<file path="src/rtl/imem_dmem_arbiter.sv">
// rtl/imem_dmem_arbiter.sv - shares one single-outstanding memory bus between fetch (I) and load/store (D)
// D wins by default; a saturating wait counter hands the bus to a starved fetch.
module imem_dmem_arbiter #(
  parameter int XLEN           = 32,
  parameter int BUS_WID        = 64,
  parameter int FETCH_MAX_WAIT = 4
) (
  input  logic                 clk,
  input  logic                 rst,
  input  logic                 i_req,
  input  logic [XLEN-1:0]      i_addr,
  input  logic                 i_flush,
  output logic                 i_gnt,
  output logic                 i_resp,
  output logic [BUS_WID-1:0]   i_rdata,
  input  logic                 d_req,
  input  logic                 d_we,
  input  logic [XLEN-1:0]      d_addr,
  input  logic [BUS_WID-1:0]   d_wdata,
  input  logic [BUS_WID/8-1:0] d_be,
  output logic                 d_gnt,
  output logic                 d_resp,
  output logic [BUS_WID-1:0]   d_rdata,
  output logic                 mem_req,
  output logic                 mem_we,
  output logic [XLEN-1:0]      mem_addr,
  output logic [BUS_WID-1:0]   mem_wdata,
  output logic [BUS_WID/8-1:0] mem_be,
  input  logic                 mem_resp,
  input  logic [BUS_WID-1:0]   mem_rdata
);

  localparam int BE_W = BUS_WID / 8;
  localparam int OFFS = $clog2(BE_W);
  localparam int CW   = $clog2(FETCH_MAX_WAIT + 1);
  localparam logic [CW-1:0]   WAIT_MAX  = CW'(FETCH_MAX_WAIT);
  localparam logic [XLEN-1:0] ADDR_MASK = ~XLEN'((1 << OFFS) - 1);

  typedef enum logic [1:0] {
    IDLE,
    BUSY_I,
    BUSY_I_DROP,
    BUSY_D
  } state_e;

  state_e        state_q, state_d;
  logic [CW-1:0] wait_cnt_q, wait_cnt_d;
  logic          bus_free;
  logic          grant_i, grant_d;

  always_ff @(posedge clk) begin
    if (rst) begin
      state_q    <= IDLE;
      wait_cnt_q <= '0;
    end else begin
      state_q    <= state_d;
      wait_cnt_q <= wait_cnt_d;
    end
  end

  // The bus frees up in the very cycle the outstanding response returns.
  always_comb begin
    bus_free = (state_q == IDLE) | mem_resp;
    grant_i  = 1'b0;
    grant_d  = 1'b0;
    if (!rst && bus_free) begin
      if (i_req && d_req) begin
        if (wait_cnt_q >= WAIT_MAX) grant_i = 1'b1;
        else                        grant_d = 1'b1;
      end else if (i_req) begin
        grant_i = 1'b1;
      end else if (d_req) begin
        grant_d = 1'b1;
      end
    end
  end

  always_comb begin
    wait_cnt_d = wait_cnt_q;
    if (!i_req || grant_i) begin
      wait_cnt_d = '0;
    end else if (grant_d && (wait_cnt_q < WAIT_MAX)) begin
      wait_cnt_d = wait_cnt_q + CW'(1);
    end
  end

  // A fresh grant outranks both the response and a flush of the old fetch.
  always_comb begin
    state_d = state_q;
    if (grant_i) begin
      state_d = BUSY_I;
    end else if (grant_d) begin
      state_d = BUSY_D;
    end else if (mem_resp) begin
      state_d = IDLE;
    end else if ((state_q == BUSY_I) && i_flush) begin
      state_d = BUSY_I_DROP;
    end
  end

  always_comb begin
    i_gnt     = grant_i;
    d_gnt     = grant_d;
    mem_req   = grant_i | grant_d;
    mem_we    = grant_d & d_we;
    mem_addr  = '0;
    mem_wdata = '0;
    mem_be    = '0;
    if (grant_i) begin
      mem_addr = i_addr & ADDR_MASK;
    end else if (grant_d) begin
      mem_addr  = d_addr & ADDR_MASK;
      mem_wdata = d_wdata;
      mem_be    = d_be;
    end
  end

  always_comb begin
    i_resp  = ~rst & mem_resp & (state_q == BUSY_I) & ~i_flush;
    d_resp  = ~rst & mem_resp & (state_q == BUSY_D);
    i_rdata = mem_rdata;
    d_rdata = mem_rdata;
  end

endmodule

</file>
<file path="config.mk">
export PLATFORM = sky130hd
export DESIGN_NAME = imem_dmem_arbiter
export DESIGN_NICKNAME = d
export VERILOG_FILES = /design/src/rtl/imem_dmem_arbiter.sv
export SDC_FILE = /design/constraint.sdc
export NUM_CORES = 1
export LEC_CHECK = 0
export CAP_MARGIN = 20
export CORE_AREA = 2 2 171 173
export CTS_CLUSTER_SIZE = 30
export DETAILED_ROUTE_END_ITERATION = 8
export DIE_AREA = 0 0 173 175
export GPL_TIMING_DRIVEN = 0
export PLACE_DENSITY = 0.39
export SYNTH_ARGS = -nofsm -noshare
export SYNTH_HDL_FRONTEND = slang
export SYNTH_SLANG_ARGS = --single-unit
export TNS_END_PERCENT = 50
</file>
<file path="constraint.sdc">
create_clock -name clk -period 1.7 [get_ports clk]
set_input_delay 0.34 -clock clk [delete_from_list [all_inputs] [get_ports clk]]
set_output_delay 0.34 -clock clk [all_outputs]
set_load 0.02 [all_outputs]
</file>
==> results.py, run 1 <==
metrics = {
    "clock_tree": {
        "cts.path.max_buffers": 2,
        "h-tree-depth": 1,
        "cts_hold_buffers": 0,
        "cts_tree": "yes",
        "clock-sinks": 5,
        "root_buffer": "clkbuf_16",
        "clk_latency_ns": 0.23,
        "cts.clk_slew.worst_paths_ns": 0.03,
        "cts_buffers": 3,
    },
    "floorplanning": {
        "dieArea_um2": 30280,
        "io_pins": 445,
        "chipWidth_um": 173,
        "core.rowCount": 62,
        "core_area_um2": 28390,
        "initial_core_util": 0.07721,
        "die_h_um": 175,
    },
    "final_layout": {
        "area_growth_pct": 215.5,
        "fillers": 3158,
        "layout_commonest_cell": "clkdlybuf4s50_1",
        "instances_no_fill": 1090,
        "drive_gt1_frac": 0.4575,
        "layout_common_cells": "clkdlybuf4s50_1 (260), buf_4 (147), buf_6 (65)",
        "fin_util": 0.2436,
        "ff_latch_area_um2": 103.9,
        "diodes": 0,
        "nets": 915,
        "multiInputGateArea_um2": 1181,
    },
    "drt": {
        "antenna_left": 0,
        "via_per_inst": 3.176,
        "drc": 0,
        "dr_total_vias": 3462,
        "firstDrtPassIters": 4,
        "drt-total-wl_um": 15660,
        "drt_iter0_markers": 56,
        "wire_per_inst_um": 14.37,
    },
    "sta": {
        "max_freq_ghz": 0.4939,
        "fin_crit_sh": 1.191,
        "fin_hold_ws_ns": 0.4625,
        "setup_violations": 104,
        "setup_tns_ns": -27.88,
        "tightestPinTransition_ns": 0.5138,
        "slew_headroom": 0.6575,
        "hold_violations": 0,
        "worst_clock_skew_ns": 0.001838,
        "setup_ws_ns": -0.3245,
        "rsz0062_at_grt": "yes",
        "slew_violations": 0,
        "fin_crit_ns": 2.025,
    },
    "power": {
        "power_density_nw_per_um2": 347.6,
        "p_leak_nw": 3.009,
        "peakVddDrop_mv": 0.2348,
    },
    "placed_design": {
        "port_buffers": 371,
        "dpl.cell_count": 1076,
        "routabilityCongestion": 0.7309,
        "dp_hpwl_um": 13600,
    },
    "grt": {
        "gr-usage-met2": 0.1745,
        "grt_pass1_wl_um": 21270,
        "grt_pass1_vias": 3452,
        "use_met3": 0.03547,
        "track_usage": 0.09171,
        "gr-max-usage-layer": "met2",
        "grt_start_max_net_pins": 11,
        "antenna_found_initial": 1,
        "grt-ovfl-total": 0,
        "met1_usage": 0.09323,
    },
    "worst_setup_path": {
        "worstPathArrival_ns": 1.68,
        "required_ns": 1.36,
        "critical_path_class": "in -> out",
        "startpoint_type": "input port",
        "crit_fanout": 10,
        "cp-end-kind": "output port",
    },
    "status": {
        "run_status": "complete, but fails checks",
        "failed_checks": "negative setup slack",
    },
    "synth": {
        "synth-seq-area-share": 0.04566,
        "synth_warnings": 0,
        "synth_area_um2": 2192,
        "synth_area_leader_cell": "buf_4",
        "syn_avg_cell_area_um2": 6.872,
        "synthTopCellsByArea": "buf_4 (46%), and2_1 (21%), a32oi_1 (12%), nor2_1 (5.3%), dfxtp_1 (4.6%)",
        "synthCells": 319,
        "synth_top_cell_area_share": 0.4623,
        "ys_seq_elements": 5,
        "ys_types": 26,
    },
    "flow_run": {
        "max_cap_viol_count": 0,
    },
    "hold_path": {
        "worst_hold_path_type": "reg -> reg",
    },
}
-- path summary, 6_finish.rpt --
check	slack, ns	endpoint	depth (start not counted)	start
setup / recovery	-0.32	mem_addr[10]	5	i_req
hold / removal	0.46	wait_cnt_q[1]	2	wait_cnt_q[1]
setup reg to reg	0.47	wait_cnt_q[0]	4	state_q[0]
hold reg to reg	0.46	wait_cnt_q[1]	2	wait_cnt_q[1]
-- worst max-delay path: stages --
cell,delay (ns)
clkdlybuf4s15_2,0.26
clkbuf_1,0.43
a32oi_1,0.18
nor2_1,0.17
clkdlybuf4s15_2,0.29
-- layer usage --
layer  wire length (um)  part of all wire  vias to the layer above
met5                 18            0.0011                        -
met4                307             0.020                        2
met3               1795              0.11                       17
met2               8038              0.51                      252
met1               5503              0.35                     1502
li1                   -                 -                     1689
-- report_power, final --
group	total, mW	switching [mW]	internal, mW
Combinational	1.88	0.776	1.10
Sequential	0.133	0.00755	0.125
Clock	0.393	0.0821	0.311
-- state kept, by name, summed over array words and instances, names as in the netlist --
name	flops
state_q	2
wait_cnt_q	3
-- Yosys cell counts --
cell / instances
buf_4: 135
and2_1: 73
nor2_1: 31
a32oi_1: 29
clkbuf_1: 11
buf_2: 5
dfxtp_1: 5
a21oi_1: 4
nand2_1: 4
nand2b_1: 3
nand3_1: 2
nor2b_1: 2
nor3_1: 2
a21boi_1: 1
a2bb2oi_1: 1
a311oi_1: 1
and3_1: 1
conb_1: 1
ha_1: 1
inv_1: 1
nor3b_2: 1
o21ai_0: 1
o21ba_2: 1
o21bai_1: 1
o22ai_1: 1
or3_1: 1
-- what timing repair did --
item                                    in CTS  in global routing
gates resized for setup                    600                 37
buffers inserted                             5                  0
cloned                                       4                  1
endpoints found under the setup margin     108                106
pin swaps                                   16                  1
endpoints found under the hold margin        0                  0
-- area by class of cell --
cell class,count,area share
clock buffers,4,0.01140
inverters,1,0.0005428
well taps,384,0.06948
multi-input cells,164,0.1708
repair buffers,381,0.5627
plain buffers,151,0.1701
flip-flops and latches,5,0.01502
-- kinds of logic (layout without fill, tap and decap cells) --
family,after synthesis,count (layout),share of synthesized area
flops,5,5,0.04566
fa+ha+maj,1,1,0.005707
compound gates,40,40,0.1495
buf+inv,152,537,0.4943
simple gates,120,120,0.3031
other cells,1,3,0.001711
-- stage by stage --
stage | power (mW) | cell area, um2 | setup WS (ns)
2_1_floorplan | 0.9399 | 2200 | 0.07642
4_1_cts | 2.415 | 6869 | -0.3702
5_1_grt | 2.517 | 6915 | -0.4093
3_3_place_gp | 1.899 | 6394 | -1.637
6_report | 2.404 | 6915 | -0.3245
3_5_place_dp | 1.890 | 6394 | -1.663
(Power assumes the default switching activity.)
==> run 2, diff against run 1 <==
--- a/config.mk
+++ b/config.mk
@@ -6,12 +6,15 @@
 export NUM_CORES = 1
 export LEC_CHECK = 0
 export CAP_MARGIN = 20
-export CORE_AREA = 2 2 171 173
+export CELL_PAD_IN_SITES_DETAIL_PLACEMENT = 0
+export CELL_PAD_IN_SITES_GLOBAL_PLACEMENT = 1
+export CORE_AREA = 2 2 175 177
 export CTS_CLUSTER_SIZE = 30
 export DETAILED_ROUTE_END_ITERATION = 8
-export DIE_AREA = 0 0 173 175
+export DIE_AREA = 0 0 177 179
 export GPL_TIMING_DRIVEN = 0
-export PLACE_DENSITY = 0.39
+export PLACE_DENSITY = 0.61
+export SETUP_SLACK_MARGIN = 0.5
 export SYNTH_ARGS = -nofsm -noshare
 export SYNTH_HDL_FRONTEND = slang
 export SYNTH_SLANG_ARGS = --single-unit
==> run 2 against run 1 <==
  * The run still ends with negative setup slack left
  * Wire length decreased by 3.6%
  * Die area increased by 4.7%
  * Via count increased by 1.6%
  * Design area increased by 9.0%
  * Clock power increased by 2%
  * Power increased by 11%
  * Worst hold slack improved by 0.0065 ns
  * Register-to-register slack got worse by 0.21 ns
  * First-iteration DRC count decreased by 43%
  * Combinational power increased by 14%
  * Utilization increased by 0.74 points
  * Fmax decreased by 1.1%
  * Largest power group unchanged
==> results.py, run 2 (synthesis results as in run 1) <==
metrics = {
    "status": {
        "run_status": "complete, but fails checks",
        "failed_checks": "negative setup slack",
    },
    "grt": {
        "antenna_found_initial": 0,
        "grt_pass1_wl_um": 19310,
        "grt-ovfl-total": 0,
        "grt_start_max_net_pins": 11,
        "track_usage": 0.07908,
        "grt_pass1_vias": 3352,
    },
    "clock_tree": {
        "cts_hold_buffers": 0,
        "cts.clk_slew.worst_paths_ns": 0.03,
        "root_buffer": "clkbuf_16",
        "cts_tree": "yes",
        "cts_buffers": 3,
        "cts.path.max_buffers": 2,
        "clk_latency_ns": 0.23,
        "h-tree-depth": 1,
        "clock-sinks": 5,
    },
    "sta": {
        "slew_violations": 0,
        "rsz0062_at_grt": "yes",
        "max_freq_ghz": 0.4883,
        "fin_crit_sh": 1.205,
        "fin_hold_ws_ns": 0.4690,
        "fin_crit_ns": 2.048,
        "setup_violations": 106,
        "setup_ws_ns": -0.3480,
        "hold_violations": 0,
        "worst_clock_skew_ns": 0.002070,
    },
    "power": {
        "power_density_nw_per_um2": 354.7,
        "peakVddDrop_mv": 0.2842,
        "p_leak_nw": 3.494,
        "power_mw": 2.673,
    },
    "final_layout": {
        "nets": 935,
        "diodes": 0,
        "drive_gt1_frac": 0.7369,
        "top_register": "wait_cnt_q",
        "fin_util": 0.2510,
        "largest_register_ffs": 3,
        "layout_common_cells": "buf_4 (254), clkdlybuf4s50_1 (132), buf_6 (116)",
        "area_growth_pct": 243.8,
        "design_area_um2": 7536,
        "reg_top3": "wait_cnt_q: 3 flops, state_q: 2 flops",
        "layout_commonest_cell": "buf_4",
    },
    "worst_setup_path": {
        "crit_top_cell": "buf_12",
        "cp_cell_sequence": "o21ba_4, nor3b_4, buf_12, buf_12, buf_8, and2_4, buf_6",
        "reg2regPathDepth": 6,
        "critical_path_class": "reg -> out",
        "crit_fanout": 10,
        "path_depth": 7,
        "required_ns": 1.36,
        "startpoint_type": "register",
        "regToRegSetupSlack_ns": 0.26,
        "slowest_delay_ns": 0.33,
        "worstPathArrival_ns": 1.71,
        "cp-startpoint": "state_q[0]",
        "crit_buf_inv": 4,
        "slowest_stage": "dfxtp_4",
        "crit_family": "buffers and inverters",
        "crit_end": "mem_wdata[16]",
        "r2r_end": "wait_cnt_q[0]",
        "timing.rr.start": "state_q[0]",
        "cp-end-kind": "output port",
    },
    "placed_design": {
        "routabilityCongestion": 0.7034,
        "dp_hpwl_um": 12560,
        "dp_slack_ns": -1.382,
        "port_buffers": 371,
        "placed_area_um2": 6853,
    },
    "drt": {
        "firstDrtPassIters": 4,
        "dr_total_vias": 3519,
        "drc": 0,
        "drt_iter0_markers": 32,
        "via_per_inst": 3.136,
        "antenna_left": 0,
        "drt-total-wl_um": 15100,
        "wire_per_inst_um": 13.46,
    },
    "floorplanning": {
        "dieArea_um2": 31680,
        "initial_core_util": 0.07300,
        "chipWidth_um": 177,
        "core.rowCount": 64,
        "core_area_um2": 30030,
        "io_pins": 445,
        "die_h_um": 179,
    },
    "hold_path": {
        "worst_hold_path_type": "in -> reg",
    },
    "flow_run": {
        "max_cap_viol_count": 0,
    },
}
-- run 2: cell types whose count changed in the layout (fill, tap and decap cells not counted), sizes merged --
| cell | change |
|---|---|
| buf | +162 |
| clkdlybuf4s50 | -128 |
| clkdlybuf4s15 | -18 |
| dlymetal6s2s | +7 |
| clkbuf | -2 |
| dlygate4sd2 | -1 |
-- run 2: per-layer routing --
metal | track usage | up-vias | part of all wire
li1 | - | 1734 | -
met1 | 0.08619 | 1567 | 0.35
met2 | 0.1535 | 213 | 0.54
met3 | 0.02184 | 5 | 0.11
met4 | 0.01171 | 0 | 0.0042
met5 | 0 | - | 0
-- run 2: how the worst min path moves through the flow --
stage               slack, ns          start  cells after the start       endpoint
global route             0.48       mem_resp                      2     state_q[0]
finish                   0.47          i_req                      3  wait_cnt_q[2]
global placement         0.45  wait_cnt_q[1]                      2  wait_cnt_q[1]
CTS                      0.46  wait_cnt_q[1]                      2  wait_cnt_q[1]
floorplan                0.40            rst                      1     state_q[1]
detailed placement       0.45  wait_cnt_q[1]                      2  wait_cnt_q[1]
-- run 2: report_power, final --
part	internal (mW)	switching, mW
Combinational	1.25	0.893
Sequential	0.123	0.00485
Clock	0.312	0.0886
Total	1.69	0.986
-- run 2: layout make-up --
class	count	area (um2)
buffer	151	1266
clock buffer	4	78.83
fill	3289	22490
inverter	1	3.754
multi-input combinational	164	1602
sequential	5	111.4
tap	396	495.5
timing repair buffer	401	3979
-- run 2: metrics by stage --
| stage | std cells | setup TNS, ns |
|---|---|---|
| final | 1122 | -31.20 |
| after global routing | 1122 | -38.97 |
| after CTS | 1114 | -31.57 |
| after detailed placement | 1088 | -130.60 |
| after global placement | 1088 | -130.55 |
| after floorplan | 321 | 0 |
-- run 2: timing repair --
item | 4_1_cts | 5_1_grt
resized for setup | 731 | 154
cloned | 5 | 1
pin swaps | 15 | 32
setup buffers | 17 | 7
setup endpoints to repair | 239 | 230
-- run 2: worst min-delay path, stage by stage --
cell and delay (ns):
buf_2 0.16, nand2b_4 0.12, a21oi_2 0.04
